==> src/rtl/axi4_lite_gpio_slave_pkg.sv <==
// Register map, response codes and FSM state types shared by the
// axi4_lite_gpio_slave RTL (package axi4_lite_addr_map_package).
package axi4_lite_addr_map_package;

  // Register indices decoded from address bits [4:2].
  localparam logic [2:0] REG_DATA_OUT   = 3'd0;
  localparam logic [2:0] REG_DIR        = 3'd1;
  localparam logic [2:0] REG_DATA_IN    = 3'd2;
  localparam logic [2:0] REG_IRQ_STATUS = 3'd3;
  localparam logic [2:0] REG_IRQ_MASK   = 3'd4;

  localparam logic [1:0] RESP_OKAY   = 2'b00;
  localparam logic [1:0] RESP_SLVERR = 2'b10;

  typedef enum logic { W_IDLE = 1'b0, W_RESP = 1'b1 } w_state_e;
  typedef enum logic { R_IDLE = 1'b0, R_DATA = 1'b1 } r_state_e;

  // True when an index selects an implemented register.
  function automatic logic reg_mapped(input logic [2:0] idx, input logic irq_en);
    return (idx == REG_DATA_OUT) || (idx == REG_DIR) || (idx == REG_DATA_IN) ||
           (irq_en && ((idx == REG_IRQ_STATUS) || (idx == REG_IRQ_MASK)));
  endfunction

  // Expand a 4-bit byte strobe into a 32-bit bit-enable mask.
  function automatic logic [31:0] strb_to_mask(input logic [3:0] strb);
    logic [31:0] mask;
    for (int i = 0; i < 4; i++) mask[8*i +: 8] = {8{strb[i]}};
    return mask;
  endfunction

endpackage

==> src/rtl/axi4_lite_gpio_slave_sync.sv <==
// gpio_input_sync: two-flop synchronizer for asynchronous GPIO pins plus a
// rising-edge detector on the synchronized value. The edge detector exists
// only when AXI4_LITE_GPIO_IRQ_EN is defined; otherwise rise is tied to 0.
module gpio_input_sync #(
  parameter int GPIO_WIDTH = 8
) (
  input  logic                  clk,
  input  logic                  rst,
  input  logic [GPIO_WIDTH-1:0] gpio_in,
  output logic [GPIO_WIDTH-1:0] gpio_sync,
  output logic [GPIO_WIDTH-1:0] rise
);

  logic [GPIO_WIDTH-1:0] meta;

  // Two-stage synchronizer; the second stage is the architectural DATA_IN value.
  always_ff @(posedge clk) begin
    if (rst) begin
      meta      <= '0;
      gpio_sync <= '0;
    end else begin
      meta      <= gpio_in;
      gpio_sync <= meta;
    end
  end

`ifdef AXI4_LITE_GPIO_IRQ_EN
  logic [GPIO_WIDTH-1:0] sync_prev;

  // Delayed copy of the synchronized value for 0->1 detection.
  always_ff @(posedge clk) begin
    if (rst) sync_prev <= '0;
    else     sync_prev <= gpio_sync;
  end

  assign rise = gpio_sync & ~sync_prev;
`else
  assign rise = '0;
`endif

endmodule

==> src/rtl/axi4_lite_gpio_slave.sv <==
// axi4_lite_gpio_slave: AXI4-Lite register slave for a GPIO block with
// DATA_OUT, DIR, DATA_IN and (optionally) IRQ_STATUS / IRQ_MASK registers.
// Define AXI4_LITE_GPIO_IRQ_EN to build the edge interrupt logic; without it
// indices 3 and 4 answer SLVERR and irq is tied low.
module axi4_lite_gpio_slave
  import axi4_lite_addr_map_package::*;
#(
  parameter int ADDR_WIDTH = 32,
  parameter int DATA_WIDTH = 32,
  parameter int GPIO_WIDTH = 8
) (
  input  logic                  clk,
  input  logic                  rst,
  input  logic [ADDR_WIDTH-1:0] awaddr,
  input  logic                  awvalid,
  output logic                  awready,
  input  logic [DATA_WIDTH-1:0] wdata,
  input  logic [3:0]            wstrb,
  input  logic                  wvalid,
  output logic                  wready,
  output logic [1:0]            bresp,
  output logic                  bvalid,
  input  logic                  bready,
  input  logic [ADDR_WIDTH-1:0] araddr,
  input  logic                  arvalid,
  output logic                  arready,
  output logic [DATA_WIDTH-1:0] rdata,
  output logic [1:0]            rresp,
  output logic                  rvalid,
  input  logic                  rready,
  input  logic [GPIO_WIDTH-1:0] gpio_in,
  output logic [GPIO_WIDTH-1:0] gpio_out,
  output logic [GPIO_WIDTH-1:0] gpio_oe,
  output logic                  irq
);

`ifdef AXI4_LITE_GPIO_IRQ_EN
  localparam logic IRQ_EN = 1'b1;
`else
  localparam logic IRQ_EN = 1'b0;
`endif

  w_state_e              w_state, w_state_nxt;
  r_state_e              r_state, r_state_nxt;
  logic [GPIO_WIDTH-1:0] data_out, dir, data_in, irq_status, irq_mask, gpio_rise;
  logic                  wr_fire, rd_fire;
  logic [2:0]            wr_idx, rd_idx;
  logic [31:0]           wr_strb_mask, wr_masked, rd_word;
  logic [GPIO_WIDTH-1:0] wr_bits, wr_keep;
  logic                  unused_bits;

  // Handshakes: ready only in the idle state and never while in reset.
  assign awready = (w_state == W_IDLE) && !rst;
  assign wready  = (w_state == W_IDLE) && !rst;
  assign arready = (r_state == R_IDLE) && !rst;
  assign bvalid  = (w_state == W_RESP);
  assign rvalid  = (r_state == R_DATA);
  assign wr_fire = awready && awvalid && wvalid;
  assign rd_fire = arready && arvalid;

  assign wr_idx       = awaddr[4:2];
  assign rd_idx       = araddr[4:2];
  assign wr_strb_mask = strb_to_mask(wstrb);
  assign wr_masked    = wdata & wr_strb_mask;
  assign wr_bits      = wr_masked[GPIO_WIDTH-1:0];
  assign wr_keep      = wr_strb_mask[GPIO_WIDTH-1:0];
  // Address bits outside [4:2] and data bits above GPIO_WIDTH are don't-care.
  assign unused_bits  = ^{awaddr, araddr, wr_masked, wr_strb_mask};

  assign gpio_out = data_out;
  assign gpio_oe  = dir;

  gpio_input_sync #(
    .GPIO_WIDTH(GPIO_WIDTH)
  ) u_input_sync (
    .clk      (clk),
    .rst      (rst),
    .gpio_in  (gpio_in),
    .gpio_sync(data_in),
    .rise     (gpio_rise)
  );

  // Write FSM state register.
  always_ff @(posedge clk) begin
    // NOTE: non-blocking assignments so every flop samples pre-edge values.
    if (rst) w_state <= W_IDLE;
    else     w_state <= w_state_nxt;
  end

  // Write FSM next state: accept AW and W together, hold B until bready.
  always_comb begin
    // NOTE: default assigned first so no path infers a latch.
    w_state_nxt = w_state;
    case (w_state)
      W_IDLE:  if (wr_fire) w_state_nxt = W_RESP;
      W_RESP:  if (bready)  w_state_nxt = W_IDLE;
      default: w_state_nxt = W_IDLE;
    endcase
  end

  // Write response and read/write register updates on an accepted write.
  always_ff @(posedge clk) begin
    if (rst) begin
      bresp    <= RESP_OKAY;
      data_out <= '0;
      dir      <= '0;
    end else if (wr_fire) begin
      bresp <= reg_mapped(wr_idx, IRQ_EN) ? RESP_OKAY : RESP_SLVERR;
      if (wr_idx == REG_DATA_OUT) data_out <= (data_out & ~wr_keep) | wr_bits;
      if (wr_idx == REG_DIR)      dir      <= (dir & ~wr_keep) | wr_bits;
    end
  end

  // Read FSM state register.
  always_ff @(posedge clk) begin
    if (rst) r_state <= R_IDLE;
    else     r_state <= r_state_nxt;
  end

  // Read FSM next state: one address per response, hold R until rready.
  always_comb begin
    r_state_nxt = r_state;
    case (r_state)
      R_IDLE:  if (rd_fire) r_state_nxt = R_DATA;
      R_DATA:  if (rready)  r_state_nxt = R_IDLE;
      default: r_state_nxt = R_IDLE;
    endcase
  end

  // Read mux; bits above GPIO_WIDTH and unmapped indices read as zero.
  always_comb begin
    rd_word = '0;
    case (rd_idx)
      REG_DATA_OUT:   rd_word[GPIO_WIDTH-1:0] = data_out;
      REG_DIR:        rd_word[GPIO_WIDTH-1:0] = dir;
      REG_DATA_IN:    rd_word[GPIO_WIDTH-1:0] = data_in;
      REG_IRQ_STATUS: rd_word[GPIO_WIDTH-1:0] = irq_status;
      REG_IRQ_MASK:   rd_word[GPIO_WIDTH-1:0] = irq_mask;
      default:        rd_word = '0;
    endcase
    if (!reg_mapped(rd_idx, IRQ_EN)) rd_word = '0;
  end

  // Read data capture; sampling pre-edge state gives the pre-write value
  // when a read and a write to the same register are accepted together.
  always_ff @(posedge clk) begin
    if (rst) begin
      rdata <= '0;
      rresp <= RESP_OKAY;
    end else if (rd_fire) begin
      rdata <= rd_word;
      rresp <= reg_mapped(rd_idx, IRQ_EN) ? RESP_OKAY : RESP_SLVERR;
    end
  end

`ifdef AXI4_LITE_GPIO_IRQ_EN
  logic [GPIO_WIDTH-1:0] irq_clear;

  assign irq_clear = (wr_fire && (wr_idx == REG_IRQ_STATUS)) ? wr_bits : '0;

  // Interrupt status (W1C, new edge wins over clear), mask, registered irq.
  always_ff @(posedge clk) begin
    if (rst) begin
      irq_status <= '0;
      irq_mask   <= '0;
      irq        <= 1'b0;
    end else begin
      irq_status <= (irq_status & ~irq_clear) | gpio_rise;
      if (wr_fire && (wr_idx == REG_IRQ_MASK)) irq_mask <= (irq_mask & ~wr_keep) | wr_bits;
      irq <= |(irq_status & irq_mask);
    end
  end
`else
  logic [GPIO_WIDTH-1:0] unused_rise;

  assign unused_rise = gpio_rise;
  assign irq_status  = '0;
  assign irq_mask    = '0;
  assign irq         = 1'b0;
`endif

endmodule

==> config.mk <==
export PLATFORM = sky130hd
export DESIGN_NAME = axi4_lite_gpio_slave
export DESIGN_NICKNAME = d
export VERILOG_FILES = /design/src/rtl/axi4_lite_gpio_slave_pkg.sv /design/src/rtl/axi4_lite_gpio_slave_sync.sv /design/src/rtl/axi4_lite_gpio_slave.sv
export SDC_FILE = /design/constraint.sdc
export NUM_CORES = 1
export LEC_CHECK = 0
export ABC_CLOCK_PERIOD_IN_PS = 2300
export BUFFER_PORTS_ARGS = -buffer_cell sky130_fd_sc_hd__buf_2
export CAP_MARGIN = 25
export CORE_MARGIN = 5
export CORE_UTILIZATION = 41
export CTS_CLUSTER_SIZE = 20
export DETAILED_ROUTE_END_ITERATION = 10
export PLACE_DENSITY = 0.92
export SYNTH_ARGS = -nofsm -noshare
export SYNTH_HDL_FRONTEND = slang
export SYNTH_HIERARCHICAL = 1
export SYNTH_SLANG_ARGS = --single-unit
==> constraint.sdc <==
create_clock -name clk -period 2.3 [get_ports clk]
set_input_delay 0.46 -clock clk [delete_from_list [all_inputs] [get_ports clk]]
set_output_delay 0.46 -clock clk [all_outputs]
set_load 0.005 [all_outputs]
==> qor.yml <==
cts_resized: 0
cts_tree: "done"
fin_nets: 366
fp.dieW_um: 79.2
post-route-util_pct: 48.6
p_leak_uw: 0.00108
p_int_uw: 1160
p_switching_uw: 339
worstMarginPinSlew_ns: 0.682
final_max_slew_viol_count: 0
yosysWarnings: 6
dr.pass1.iters: 4
cp_slowest_stage_delay_ns: 0.38
postLayoutCellArea_mm2: 0.00228
ctsHoldBuffers: 0
placed_area_mm2: 0.00217
drcViolationCount: 0
crit_required_ns: 1.84
report.final.hold_viol_count: 0
clkTransAtPathRegs_ns: 0.08
port_buffers: 60
syn_area_mm2: 0.00196
dieArea_mm2: 0.00628
drv_cap: 0
core_mm2: 0.00469
worst_setup_path_start_kind: "input pin"
critical_path_class: "in2out"
wl_mm: 4.10
max_freq_ghz: 0.607
cp_common_cell: "buf_2"
hold_path.class: "in2reg"
clock_path_buffers: 2
end_kind: "primary output"
hold_path.startpoint: "gpio_in[3]"
die_h_um: 79.2
clkLatencyLatePin_ns: 0.30
antenna_found_initial: 0
syn2layout_area_growth_pct: 16.1
drive_above_1_share_pct: 37.3
rows: 25
routabilityCongestion: 0.734
fin_skew_ns: 0.00677
reg2reg_from: "bvalid"
pwr-share-clk_pct: 39.0
pin_count: 173
grt_pass1_vias: 1409
whs_path_depth: 2
p_comb_share_pct: 8.3
switching_share_pct: 22.7
crit_path_max_fanout: 39
rsz0062_at_grt: "no"
fin_setup_tns_ns: 0
diodes: 0
grt_pass1_wl_mm: 6.37
seqPwrFrac_pct: 52.7
track_usage_pct: 13.1
crit_slowest_cell: "buf_4"
peakVddDrop_uv: 264
fin_crit_sh_pct: 71.6
finalSetupViolCount: 0
min_to: "u_input_sync/meta[3]"
cts_setup_buffers: 0
reg2reg_slack_ns: 0.95
grt-ovfl-total: 0
root_buffer: "clkbuf_8"
status: "finished clean"
min_period_ns: 1.65
initial_core_util_pct: 41.9
slew_headroom_pct: 54.4
antenna_left: 0
synth_cells: 195
worst-endpoint-arrival_ns: 1.19
place.detailed.hpwl_mm: 3.26
grt_max_degree: 40
vias: 1403
routedWlPerCell_um: 13.4
htreeDepth: 2
crit_chain: "buf_2, buf_4, nor2_1, buf_2"
reg2reg_depth: 3
detail_route.vias_per_cell: 4.58
clkSinkCount: 44
power.density_mw_per_mm2: 656
cts_buffers: 5
syn_area_per_cell_um2: 10.1
drt_iter0_drc: 79
[power groups by stage]
stage | clock network, uW | registers [uW] | logic [uW]
3_5_place_dp | 0 | 806 | 124
2_1_floorplan | 0 | 806 | 110
6_report | 584 | 788 | 124
3_3_place_gp | 0 | 806 | 120
5_1_grt | 629 | 792 | 139
4_1_cts | 592 | 788 | 124
[worst max path at each step]
stage                         start  cells after the start  slack (ns)      end
final                           rst                      4        0.65  arready
after global routing            rst                      4        0.58  arready
after CTS                       rst                      4        0.64  arready
after detailed placement  awaddr[4]                      4        0.58     flop
after global placement          rst                      4        0.64  arready
after floorplan                 rst                      4        0.70   wready
[worst max-delay path: cells and delay by family]
kind / cells / cell delay (ns)
buffers and inverters: 3 / 0.64
AND/OR/NAND/NOR: 1 / 0.09
[placed cells by master, fill, tap and decap left out, types with 2 or more instances in the layout]
cell,count
nor2b_2,7
o21ai_0,16
nand3_1,8
mux2_2,7
buf_2,60
a211oi_1,2
and2b_2,6
nand2_1,2
a21oi_1,10
nor2_1,6
dfxtp_1,44
nor2b_1,11
nand2b_1,4
clkbuf_8,5
and4bb_2,2
conb_1,27
nand3b_1,8
mux2i_1,9
a22o_1,8
[through the flow]
step                hold slack [ns]  setup slack (ns)  cells  total power [uW]
floorplan                     0.414             0.696    221               916
global placement              0.422             0.641    298               926
detailed placement            0.419             0.578    298               930
CTS                           0.359             0.635    306              1500
global route                  0.358             0.579    306              1560
finish                        0.363             0.652    306              1500
[routing by layer]
metal	vias to the layer above	part of all wire (%)	GRT usage (%)
met1	607	42	15.7
met4	0	1.4	6.53
met2	61	46	20.0
li1	727	-	-
met3	8	11	5.44
met5	-	0	0
[layout make-up]
class	instances	area (um^2)
fill	442	2410
multi-input combinational	139	913
sequential	44	881
timing repair buffer	61	308
clock buffer	5	68.8
tap	54	67.6
clock inverter	3	42.5
Note: power is estimated with default switching activity, not from simulation.
